<file path="src/rtl/pe_pad_sched.sv">
// Loop-nest scheduler for one PE: walks Tw > R > Pch > Pm, issuing one MAC step
// per cycle with scratchpad read addresses, and a LAT-delayed PPad write-back.
module pe_pad_sched #(
  parameter int IPadSize = 12,
  parameter int WPadSize = 48,
  parameter int PPadSize = 64,
  parameter int IAW      = $clog2(IPadSize),
  parameter int WAW      = $clog2(WPadSize),
  parameter int PAW      = $clog2(PPadSize),
  parameter int LAT      = 2
) (
  input  logic           clk,
  input  logic           rst,
  input  logic           inst_start,
  input  logic           inst_stall,
  input  logic           inst_reset,
  input  logic [3:0]     conf_pch,
  input  logic [4:0]     conf_pm,
  input  logic [3:0]     conf_r,
  input  logic [6:0]     conf_tw,
  input  logic [5:0]     conf_upix,
  output logic [IAW-1:0] ipad_raddr,
  output logic [WAW-1:0] wpad_raddr,
  output logic [PAW-1:0] ppad_raddr,
  output logic           rd_vld,
  output logic           fstpix,
  output logic           lstpix,
  output logic [PAW-1:0] ppad_waddr,
  output logic           ppad_wen,
  output logic           busy,
  output logic           done
);

  typedef enum logic [1:0] {IDLE, RUN, DRAIN, DONE} state_t;

  localparam logic [IAW:0]   ISZ  = (IAW+1)'(IPadSize);
  localparam logic [IAW-1:0] ILST = IAW'(IPadSize - 1);

  state_t state, state_n;

  logic [3:0]     pch_q, r_q;
  logic [4:0]     pm_q;
  logic [6:0]     tw_q;
  logic [IAW-1:0] upix_q;

  logic [3:0]     pch_e, r_e;
  logic [4:0]     pm_e;
  logic [6:0]     tw_e;
  logic [IAW-1:0] upix_e;

  logic [4:0]     m_cnt;
  logic [3:0]     c_cnt, r_cnt;
  logic [6:0]     t_cnt;
  logic [WAW-1:0] w_cnt;
  logic [IAW-1:0] i_addr, i_base;
  logic [PAW-1:0] p_addr, p_base;

  logic           m_wrap, c_wrap, r_wrap, t_wrap;
  logic [IAW:0]   i_base_sum;
  logic [IAW-1:0] i_base_nxt, i_addr_inc;
  logic [PAW-1:0] p_base_nxt;

  logic           rd_vld_q;
  logic [LAT-1:0] pipe_vld, pipe_low;
  logic [PAW-1:0] pipe_addr [LAT];

  logic           cfg_zero, issue, freeze, pending, clear;

  // The start cycle issues step 0 directly, so the live conf inputs stand in
  // for the latched config while still in IDLE.
  assign pch_e  = (state == IDLE) ? conf_pch  : pch_q;
  assign pm_e   = (state == IDLE) ? conf_pm   : pm_q;
  assign r_e    = (state == IDLE) ? conf_r    : r_q;
  assign tw_e   = (state == IDLE) ? conf_tw   : tw_q;
  assign upix_e = (state == IDLE) ? IAW'(32'(conf_upix) % IPadSize) : upix_q;

  assign cfg_zero = (conf_pch == 4'd0) || (conf_pm == 5'd0) ||
                    (conf_r == 4'd0) || (conf_tw == 7'd0);

  assign m_wrap = (m_cnt == pm_e - 5'd1);
  assign c_wrap = m_wrap && (c_cnt == pch_e - 4'd1);
  assign r_wrap = c_wrap && (r_cnt == r_e - 4'd1);
  assign t_wrap = r_wrap && (t_cnt == tw_e - 7'd1);

  assign i_base_sum = {1'b0, i_base} + {1'b0, upix_e};
  assign i_base_nxt = IAW'((i_base_sum >= ISZ) ? (i_base_sum - ISZ) : i_base_sum);
  assign i_addr_inc = (i_addr == ILST) ? '0 : i_addr + 1'b1;
  assign p_base_nxt = p_base + PAW'(pm_e);

  assign clear    = rst || inst_reset;
  assign freeze   = inst_stall && ((state == RUN) || (state == DRAIN));
  assign pipe_low = pipe_vld << 1;
  assign pending  = rd_vld_q || (|pipe_low);

  assign rd_vld     = rd_vld_q && !freeze;
  assign ppad_wen   = pipe_vld[LAT-1] && !freeze;
  assign ppad_waddr = pipe_addr[LAT-1];
  assign busy       = (state != IDLE);
  assign done       = (state == DONE);

  always_ff @(posedge clk) begin
    if (clear) state <= IDLE;
    else       state <= state_n;
  end

  always_comb begin
    state_n = state;
    issue   = 1'b0;
    case (state)
      IDLE: begin
        if (inst_start) begin
          if (cfg_zero) begin
            state_n = DONE;
          end else begin
            issue   = 1'b1;
            state_n = t_wrap ? DRAIN : RUN;
          end
        end
      end
      RUN: begin
        if (!inst_stall) begin
          issue = 1'b1;
          if (t_wrap) state_n = DRAIN;
        end
      end
      DRAIN: begin
        if (!inst_stall && !pending) state_n = DONE;
      end
      DONE:    state_n = IDLE;
      default: state_n = IDLE;
    endcase
  end

  always_ff @(posedge clk) begin
    if (clear) begin
      pch_q <= '0; pm_q <= '0; r_q <= '0; tw_q <= '0; upix_q <= '0;
      m_cnt <= '0; c_cnt <= '0; r_cnt <= '0; t_cnt <= '0;
      w_cnt <= '0; i_addr <= '0; i_base <= '0; p_addr <= '0; p_base <= '0;
      ipad_raddr <= '0; wpad_raddr <= '0; ppad_raddr <= '0;
      fstpix <= 1'b0; lstpix <= 1'b0; rd_vld_q <= 1'b0;
    end else begin
      if (state == IDLE && inst_start) begin
        pch_q  <= conf_pch;
        pm_q   <= conf_pm;
        r_q    <= conf_r;
        tw_q   <= conf_tw;
        upix_q <= upix_e;
      end

      if (issue) begin
        ipad_raddr <= i_addr;
        wpad_raddr <= w_cnt;
        ppad_raddr <= p_addr;
        fstpix     <= (r_cnt == 4'd0) && (c_cnt == 4'd0);
        lstpix     <= (r_cnt == r_e - 4'd1) && (c_cnt == pch_e - 4'd1);
        rd_vld_q   <= 1'b1;

        // Counters are returned to zero after the last step so IDLE always
        // starts the next run from the origin of the nest.
        if (t_wrap) begin
          m_cnt <= '0; c_cnt <= '0; r_cnt <= '0; t_cnt <= '0;
          w_cnt <= '0; i_addr <= '0; i_base <= '0; p_addr <= '0; p_base <= '0;
        end else if (r_wrap) begin
          m_cnt  <= '0;
          c_cnt  <= '0;
          r_cnt  <= '0;
          t_cnt  <= t_cnt + 7'd1;
          w_cnt  <= '0;
          i_base <= i_base_nxt;
          i_addr <= i_base_nxt;
          p_base <= p_base_nxt;
          p_addr <= p_base_nxt;
        end else begin
          w_cnt <= w_cnt + 1'b1;
          if (c_wrap) begin
            m_cnt  <= '0;
            c_cnt  <= '0;
            r_cnt  <= r_cnt + 4'd1;
            i_addr <= i_addr_inc;
            p_addr <= p_base;
          end else if (m_wrap) begin
            m_cnt  <= '0;
            c_cnt  <= c_cnt + 4'd1;
            i_addr <= i_addr_inc;
            p_addr <= p_base;
          end else begin
            m_cnt  <= m_cnt + 5'd1;
            p_addr <= p_addr + 1'b1;
          end
        end
      end else if (!freeze) begin
        rd_vld_q <= 1'b0;
      end
    end
  end

  // Write-back pipeline mirrors the datapath latency and freezes with it.
  always_ff @(posedge clk) begin
    if (clear) begin
      pipe_vld <= '0;
      for (int i = 0; i < LAT; i++) pipe_addr[i] <= '0;
    end else if (!freeze) begin
      pipe_vld     <= pipe_low | LAT'(rd_vld_q);
      pipe_addr[0] <= ppad_raddr;
      for (int i = 1; i < LAT; i++) pipe_addr[i] <= pipe_addr[i-1];
    end
  end

endmodule

</file>
<file path="config.mk">
export PLATFORM = sky130hd
export DESIGN_NAME = pe_pad_sched
export DESIGN_NICKNAME = d
export VERILOG_FILES = /design/src/rtl/pe_pad_sched.sv
export SDC_FILE = /design/constraint.sdc
export NUM_CORES = 1
export LEC_CHECK = 0
export ABC_AREA = 1
export CAP_MARGIN = 20
export CORE_MARGIN = 1
export CORE_UTILIZATION = 50
export CTS_CLUSTER_DIAMETER = 60
export CTS_CLUSTER_SIZE = 24
export DETAILED_ROUTE_END_ITERATION = 8
export GPL_TIMING_DRIVEN = 0
export PLACE_DENSITY_LB_ADDON = 0.2
export SYNTH_ARGS = -nofsm -noshare
export SYNTH_HDL_FRONTEND = slang
export SYNTH_SLANG_ARGS = --single-unit
</file>
<file path="constraint.sdc">
create_clock -name clk -period 4 [get_ports clk]
set_input_delay 0.4 -clock clk [delete_from_list [all_inputs] [get_ports clk]]
set_output_delay 0.4 -clock clk [all_outputs]
set_load 0.01 [all_outputs]
</file>
==> summary.md <==
| Metric | Value |
|---|---|
| Vias in the first global route | 5533 |
| Main combinational cell family by area after synthesis | simple AND/OR/NAND/NOR gates |
| Min-Delay Endpoint | pch_q[1] |
| Fmax | 281 MHz |
| Most common cell after layout, fill and taps aside | nand2_1 |
| Complex-gate fraction of the synthesized area | 13.6% |
| Hold Crit Class | reg -> reg |
| Mapped Cells | 912 |
| First-pass GRT wire length | 25900 um |
| Critical Path End Type | flip-flop |
| Instance count on the critical path | 20 |
| Ports | 59 |
| Maximum fanout along the worst path | 5 |
| Buffers inserted during post-CTS setup optimization | 0 |
| PD cells | 354 mW/mm^2 |
| Slowest cell on the critical path | clkdlybuf4s50_1 |
| DRC errors left | 0 |
| Mapped cell area | 0.00619 sq mm |
| Total gr overflow | 0 |
| Layout cells sized above 1 | 6.29% |
| Die height | 113 um |
| Leak Pwr | 3.18 nW |
| DRT iter0 DRCs | 440 |
| Simple-Gate Fraction of Synth Area | 29.6% |
| Psw | 801 uW |
| Post-route setup TNS | 0 ns |
| H-tree Lvls | 3 |
| Row count | 40 |
| Flop pwr share | 43.3% |
| Most frequent cells in the layout | nand2_1 (229), inv_1 (128), dfxtp_1 (93) |
| Part of the cycle the worst path needs | 88.8% |
| Nets | 1042 |
| Later-pin clock latency in the skew report | 0.35 ns |
| Post-synth top area share | 30.1% |
| RSZ-0062 raised after global routing | false |
| Pins over their slew limit | 0 |
| CP delay by family, top | compound AO/OA/AOI/OAI gates |
| Relative slew slack | 52.9% |
| Worst R2R Setup Slack | 0.47 ns |
| Clk_skew | 0.00752 ns |
| Routed length per instance | 13.4 um |
| Synthesized flop and latch total | 105 |
| Hold wc startpoint | pch_q[1] |
| Largest net degree at the start of global routing | 17 |
| Final Setup Violations | 0 |
| Worst flop-to-flop path startpoint | state[0] |
| Critical Path, Cell by Cell | clkdlybuf4s50_1, clkbuf_1, ha_1, o31ai_1, o31ai_1, xor2_1, nand3_1, a31oi_2, ha_1, inv_1, xor2_2, inv_1, ha_1, a211oi_2, nand2_1, inv_1, o21ai_0, nand3_1, nand4_1, o21ai_0 |
| Clk pwr share | 32.5% |
| CP Launch Type | input port |
| Ys Warns | 0 |
| Net Count, Synth | 973 |
| Post-DP HPWL | 11500 um |
| Core Util, Final | 60.3% |
| Worst IR drop on VDD | 248 uV |
| Adder-Cell Fraction of Synth Area | 6.31% |
| Int Pwr | 1.78 mW |
| Mean post-synth cell area | 6.79 sq um |
| Post-CTS Resized | 0 |
| Number of routed nets with antenna violations | 0 |
| Die width | 113 um |
| Initial Util | 51.3% |
| R2r endpoint | i_addr[3] |
| Yosys cell types | 36 |
| Clock-pin transition on the worst setup and hold timing paths | 0.07 ns |
| Vias/cell | 5.13 |
| Die Area | 0.0128 sq mm |
| Synth top area cells | dfxtp_1 (30%), nand2_1 (14%), inv_1 (7.8%) |
| Port Buffers | 58 |
| Post-synth top area cell | dfxtp_1 |
| Switching Share | 31.1% |
| Sequential share of the synthesized area | 35.9% |
| Initial antenna violation count | 0 |
| Hold-fix buffers, CTS | 0 |
| Area growth from synthesis to layout | 17.6% |
| Arr. time, crit path | 3.83 ns |
| WS Path Type | in -> reg |
| Max-Cap Viols | 0 |
| Routability cong. | 0.908 |
| Status | finished clean |
| Core ar. | 0.0121 sq mm |
| Mux contribution to synthesized area | 0% |
| Power Total | 2.58 mW |
| CTS buffer count | 9 |
| Hold Crit Depth | 2 |
| Routed wire length | 15500 um |
| Num Clock Sinks | 105 |
| CP required | 4.27 ns |
| CTS tree | done |
| Drt first pass iters | 5 |
| R2R depth | 19 |
| Period minus WS final | 3.55 ns |
| Root buffer cell | clkbuf_16 |
| GRT Util Overall | 25.8% |
| CP peak stage delay | 0.47 ns |
| Vias | 5916 |
| Final Hold Fails | 0 |
| Antenna cells | 0 |
| Synth Area in XOR/XNOR | 3.25% |
| Slew @ Worst Pin | 0.706 ns |
| Buf/Inv on CP | 5 |
| Power share of the combinational group | 24.2% |
| Clock tree buffer depth | 2 |
## worst reg2reg max path, stage by stage (launching register included)
cell	delay, ns
dfxtp_1	0.39
inv_1	0.09
ha_1	0.31
inv_2	0.17
buf_4	0.20
buf_2	0.25
o21ai_0	0.13
ha_1	0.24
fa_1	0.38
nand2_1	0.10
inv_1	0.04
nor2_1	0.13
ha_1	0.18
a211oi_2	0.08
nand2_1	0.06
inv_1	0.04
o21ai_0	0.31
nand3_1	0.12
nand4_1	0.11
o21ai_0	0.08
## how the worst max path moves through the flow
stage,startpoint,slack [ns],end
2_1_floorplan,conf_upix[4],0.91,i_addr[2]
3_3_place_gp,conf_upix[4],-0.006,i_addr[3]
3_5_place_dp,conf_upix[4],-0.06,i_addr[3]
4_1_cts,conf_upix[4],0.31,i_addr[3]
5_1_grt,conf_upix[4],0.02,i_addr[3]
6_report,conf_upix[4],0.45,i_addr[3]
## Yosys cell counts, drive strengths merged
| library cell | n |
|---|---|
| nor3 | 15 |
| nor3b | 1 |
| clkbuf | 19 |
| a211oi | 6 |
| fa | 2 |
| o31ai | 3 |
| nand2 | 239 |
| a22oi | 2 |
| nand3b | 1 |
| o22ai | 3 |
| a21oi | 68 |
| ha | 28 |
| or2 | 1 |
| buf | 17 |
| xor2 | 20 |
| nand3 | 77 |
| nor2 | 79 |
| nand4 | 9 |
| inv | 136 |
| o211ai | 2 |
| dfxtp | 93 |
| a31oi | 4 |
| edfxtp | 12 |
| o21ai | 70 |
| xnor2 | 3 |
| nor4 | 2 |
## state kept, by name, summed over array words and instances, names as in the netlist, 6 cells and up
register and count:
wpad_raddr 6, pipe_addr 12, p_base 6, ppad_raddr 6, p_addr 6, tw_q 7
w_cnt 6, t_cnt 7
## stage by stage
step                hold WS (ns)  cells  setup slack, ns  cell area, sq um
floorplan                  0.429    912            0.910              6190
global route               0.487   1154           0.0195              7280
finish                     0.454   1154            0.447              7280
global placement           0.443   1138         -0.00589              6980
detailed placement         0.449   1138          -0.0611              6980
CTS                        0.459   1154            0.311              7260
## final cells by class
class	count	area (sq um)
clock inverters	2	13.8
plain buffers	36	194
inverters	136	510
multi-input cells	635	3280
well taps	168	210
repair buffers	58	581
fillers	1163	4780
clock buffers	14	264
flip-flops and latches	105	2220
## power by group through the flow
stage	clock network (mW)	logic, mW	registers, mW
after floorplan	0	0.420	1.14
after global placement	0	0.604	1.14
after detailed placement	0	0.610	1.14
after CTS	0.856	0.615	1.12
after global routing	0.897	0.706	1.12
final	0.839	0.623	1.12
## logic make-up after synthesis
group / count (synthesis)
AND/OR/NAND/NOR: 424
buffers and inverters: 172
AO/OA/AOI/OAI: 158
flip-flops: 105
adder cells (fa/ha/maj): 30
XOR/XNOR: 23
## layer usage
| metal | routed length [um] | track usage, % |
|---|---|---|
| met1 | 7300 | 34.3 |
| met2 | 6870 | 41.4 |
| met3 | 916 | 5.30 |
| met4 | 390 | 9.39 |
| met5 | 0 | 0 |
Power figures use the tool's default switching activity.
==> RTL change 1, RTL diff (same settings) <==
Add an input register stage for `conf_pm`; this delays it by one clock. The other inputs are not delayed to match.
--- a/src/rtl/pe_pad_sched.sv
+++ b/src/rtl/pe_pad_sched.sv
@@ -38,2 +38,8 @@
 
+  logic [4:0] conf_pm_q;
+
+  always_ff @(posedge clk) begin
+    conf_pm_q <= conf_pm;
+  end
+
   state_t state, state_n;
@@ -71,3 +77,3 @@
   assign pch_e  = (state == IDLE) ? conf_pch  : pch_q;
-  assign pm_e   = (state == IDLE) ? conf_pm   : pm_q;
+  assign pm_e   = (state == IDLE) ? conf_pm_q : pm_q;
   assign r_e    = (state == IDLE) ? conf_r    : r_q;
@@ -76,3 +82,3 @@
 
-  assign cfg_zero = (conf_pch == 4'd0) || (conf_pm == 5'd0) ||
+  assign cfg_zero = (conf_pch == 4'd0) || (conf_pm_q == 5'd0) ||
                     (conf_r == 4'd0) || (conf_tw == 7'd0);
@@ -143,3 +149,3 @@
         pch_q  <= conf_pch;
-        pm_q   <= conf_pm;
+        pm_q   <= conf_pm_q;
         r_q    <= conf_r;
Formal check against the unedited RTL: not equivalent (Yosys sat finds a counterexample within 4 cycles, from zero or initial values).
==> RTL change 1 against the unedited design <==
Power up 5.7%; sequential cell count up 5; design area up 3.2%; via count up 3.2%; count of clock-buffer cells in the layout down 5; synthesized area up 3.9%; wire length up 7.3%; worst setup slack worse by 0.032 ns; die area up 3.8%; critical endpoint is now i_base[3]; cell count up 1.6%; largest cell class unchanged; combinational power up 10%; global-route usage up 0.90 points.
==> RTL change 1: results (changes against the unedited design) <==
* Layout cell share with drive strength beyond 1 at 7.70% (was 6.29%)
* Synthesized Nets at 987 (was 973)
* Post-Synthesis Cells at 926 (was 912)
* DRT iter0 DRCs at 433 (was 440)
* Critical path arrival at 3.88 ns (was 3.83 ns)
* Register Area at 2320 um^2 (was 2220 um^2)
* Hold-critical path depth at 1 (was 2)
* P_leak at 3.30 nW (was 3.18 nW)
* Synth cell types at 40 (was 36)
* Area growth syn-to-layout at 16.8% (was 17.6%)
* YS warnings at 0 (unchanged)
* Share of the yosys chip area belonging to registers at 36.1% (was 35.9%)
* Hold path startpoint: w_cnt[4] (was pch_q[1])
* Post-placement cell count at 1156 (was 1138)
* Worst-Margin Slew at 0.756 ns (was 0.706 ns)
* Final non-clock buffer share at 10.5% (was 10.6%)
* Total CTS buffers at 9 (unchanged)
* Invs w/o clock at 122 (was 136)
* Crit path max fanout at 10 (was 5)
* DP HPWL at 12200 um (was 11500 um)
* Crit Reg-Reg Endpoint: i_base[3] (was i_addr[3])
* Vias in the first global route at 5692 (was 5533)
* Clock Latency Late Sink at 0.37 ns (was 0.35 ns)
* Routability Congestion at 0.912 (was 0.908)
* Layout Skew at 0.00891 ns (was 0.00752 ns)
* Initial antenna violation count at 0 (unchanged)
* Largest net degree at the start of global routing at 19 (was 17)
* Async S/R FF share, synth at 0% (unchanged)
* Fin worst setup slack at 0.415 ns (was 0.447 ns)
* Die area at 13300 um^2 (was 12800 um^2)
* Reg2Reg Depth at 23 (was 19)
* Worst VDD drop at 0.218 mV (was 0.248 mV)
* Non-Filler Instances at 1172 (was 1154)
* CP peak stage delay at 0.41 ns (was 0.47 ns)
* Synth area leaders: dfxtp_1, nand2_1, inv_1 (unchanged)
* Hold slack at 0.447 ns (was 0.454 ns)
* Final nets at 1056 (was 1042)
* Status: complete, no violations (unchanged)
* Pre-CTS setup slack at -0.250 ns (was -0.0611 ns)
* Global-route usage over all layers at 26.7% (was 25.8%)
* Crit path capture: i_base[3] (was i_addr[3])
* Postcts setup bufs at 0 (unchanged)
* CP top delay family: simple AND/OR/NAND/NOR gates (was compound AO/OA/AOI/OAI gates)
* Seq Cell Count at 110 (was 105)
* #MultiIn Comb at 660 (was 635)
* Hold Path Sink: w_cnt[4] (was pch_q[1])
* Fillers at 1247 (was 1163)
* CP startpoint: state[0] (was conf_upix[4])
* First-pass GRT wire length at 27300 um (was 25900 um)
* Non-CTS buffers at 92 (was 94)
* Synth cell count leaders: nand2_1, inv_1, dfxtp_1 (unchanged)
* CP max stage cell: dfxtp_1 (was clkdlybuf4s50_1)
* Clock-cell share at 3.66% (was 3.82%)
* Placed standard-cell area at 7230 um^2 (was 6980 um^2)
* Final WL at 16600 um (was 15500 um)
* Multi-input combinational area share at 45.9% (was 45.1%)
==> RTL change 1: cell count changes in the layout (fill, tap and decap cells not counted), sizes merged, moves of 5 or more <==
cell | unedited run | this run
inv | 136 | 120
or2 | 1 | 6
nand2 | 239 | 248
nand3 | 77 | 71
clkbuf | 33 | 28
nor2 | 79 | 102
clkinv | 2 | 8
dfxtp | 93 | 98
==> RTL change 1: power by group <==
group / leakage, nW / internal, mW / switching (mW)
registers: 0.942 / 1.15 / 0.0213
clock network: 0.135 / 0.425 / 0.440
logic: 2.22 / 0.242 / 0.446
==> RTL change 1: kinds of logic after synthesis <==
family	synth area share, %
buffers and inverters	10.4
adder cells (fa/ha/maj)	6.07
flip-flops	36.1
AND/OR/NAND/NOR	31.8
XOR/XNOR	2.86
AO/OA/AOI/OAI	12.7
==> RTL change 1: metal layers <==
layer	share of wire [%]	GRT usage (%)	vias to the layer above
li1	-	-	3123
met1	48	35.1	2815
met2	46	43.9	144
met3	4.9	5.18	24
met4	1.6	9.18	0
met5	0	0	-
==> RTL change 2, RTL diff (config.mk and constraints unchanged) <==
Made on the original files. Set the parameter `IPadSize` to 18 (it was 12).
--- a/src/rtl/pe_pad_sched.sv
+++ b/src/rtl/pe_pad_sched.sv
@@ -3,3 +3,3 @@
 module pe_pad_sched #(
-  parameter int IPadSize = 12,
+  parameter int IPadSize = 18,
   parameter int WPadSize = 48,
Interface: changed (resized ipad_raddr); port bits go from 59 to 60. No check against the original RTL was run, so the function may have changed too.
==> RTL change 2 against the unedited design <==
Worst setup slack improved by 0.018 ns; synthesized area rose by 3.9%; design area rose by 3.3%; sequential power rose by 4%; sequential cell count rose by 4; wire length rose by 1.1%; sequential share of layout area rose by 0.084 points; critical endpoint is now i_addr[2]; power rose by 4.8%; clock power rose by 4.1%.
==> RTL change 2: results (changes against the unedited design) <==
* Status: complete, no violations (unchanged)
* Invs w/o clock at 122 (was 136)
* Mean post-synth cell area at 6.98 um^2 (was 6.79 um^2)
* Register Area at 2300 um^2 (was 2220 um^2)
* Fillers at 1182 (was 1163)
* Reg2Reg Depth at 18 (was 19)
* Global-route usage over all layers at 25.1% (was 25.8%)
* Largest net degree at the start of global routing at 21 (was 17)
* Multi-input combinational area share at 46.1% (was 45.1%)
* Grt met2 use at 42.2% (was 41.4%)
* DR vias/cell at 5.08 (was 5.13)
* DR WL/cell at 13.4 um (about the same)
* First-pass GRT wire length at 26000 um (was 25900 um)
* Synth cell count leaders: nand2_1, inv_1, dfxtp_1 (unchanged)
* Internal power at 1.82 mW (was 1.78 mW)
* Post-placement cell count at 1153 (was 1138)
* Hold slack at 0.459 ns (was 0.454 ns)
* Relative slew margins at 38.8% (was 52.9%)
* Met2 Routed Length at 7360 um (was 6870 um)
* GR met3 Demand/Resource at 2.93% (was 5.30%)
* Pre-CTS setup slack at 0.106 ns (was -0.0611 ns)
* Critical path arrival at 3.81 ns (was 3.83 ns)
* Comb pwr share at 24.8% (was 24.2%)
* DRT iter0 DRCs at 359 (was 440)
* Clkbuf count at 10 (was 14)
==> RTL change 2: cell families (layout without fill, tap and decap cells) <==
| logic type | count (synthesis) | in the layout | share of synthesized area (%) |
|---|---|---|---|
| and+or+nand+nor | 425 | 425 | 29.3 |
| AOI/OAI and AO/OA | 169 | 169 | 13.9 |
| buffers and inverters | 157 | 232 | 10.4 |
| DFF | 109 | 109 | 35.8 |
| adders and majority gates | 33 | 33 | 6.65 |
| xor gates and xnor gates | 29 | 29 | 3.95 |
==> RTL change 2: critical path: stages <==
cell,delay [ns]
clkdlybuf4s50_1,0.44
nor2_1,0.16
nand2_1,0.07
ha_1,0.26
nand3b_1,0.15
nand2_1,0.08
nand2_1,0.11
xor2_1,0.17
o21ai_0,0.28
inv_1,0.08
ha_1,0.27
nand3_1,0.08
nand2_1,0.06
or2_2,0.27
nand2_1,0.10
nand2_1,0.05
nand2_1,0.08
nand2_1,0.11
o21ai_0,0.31
o22ai_1,0.11
o21ai_0,0.15
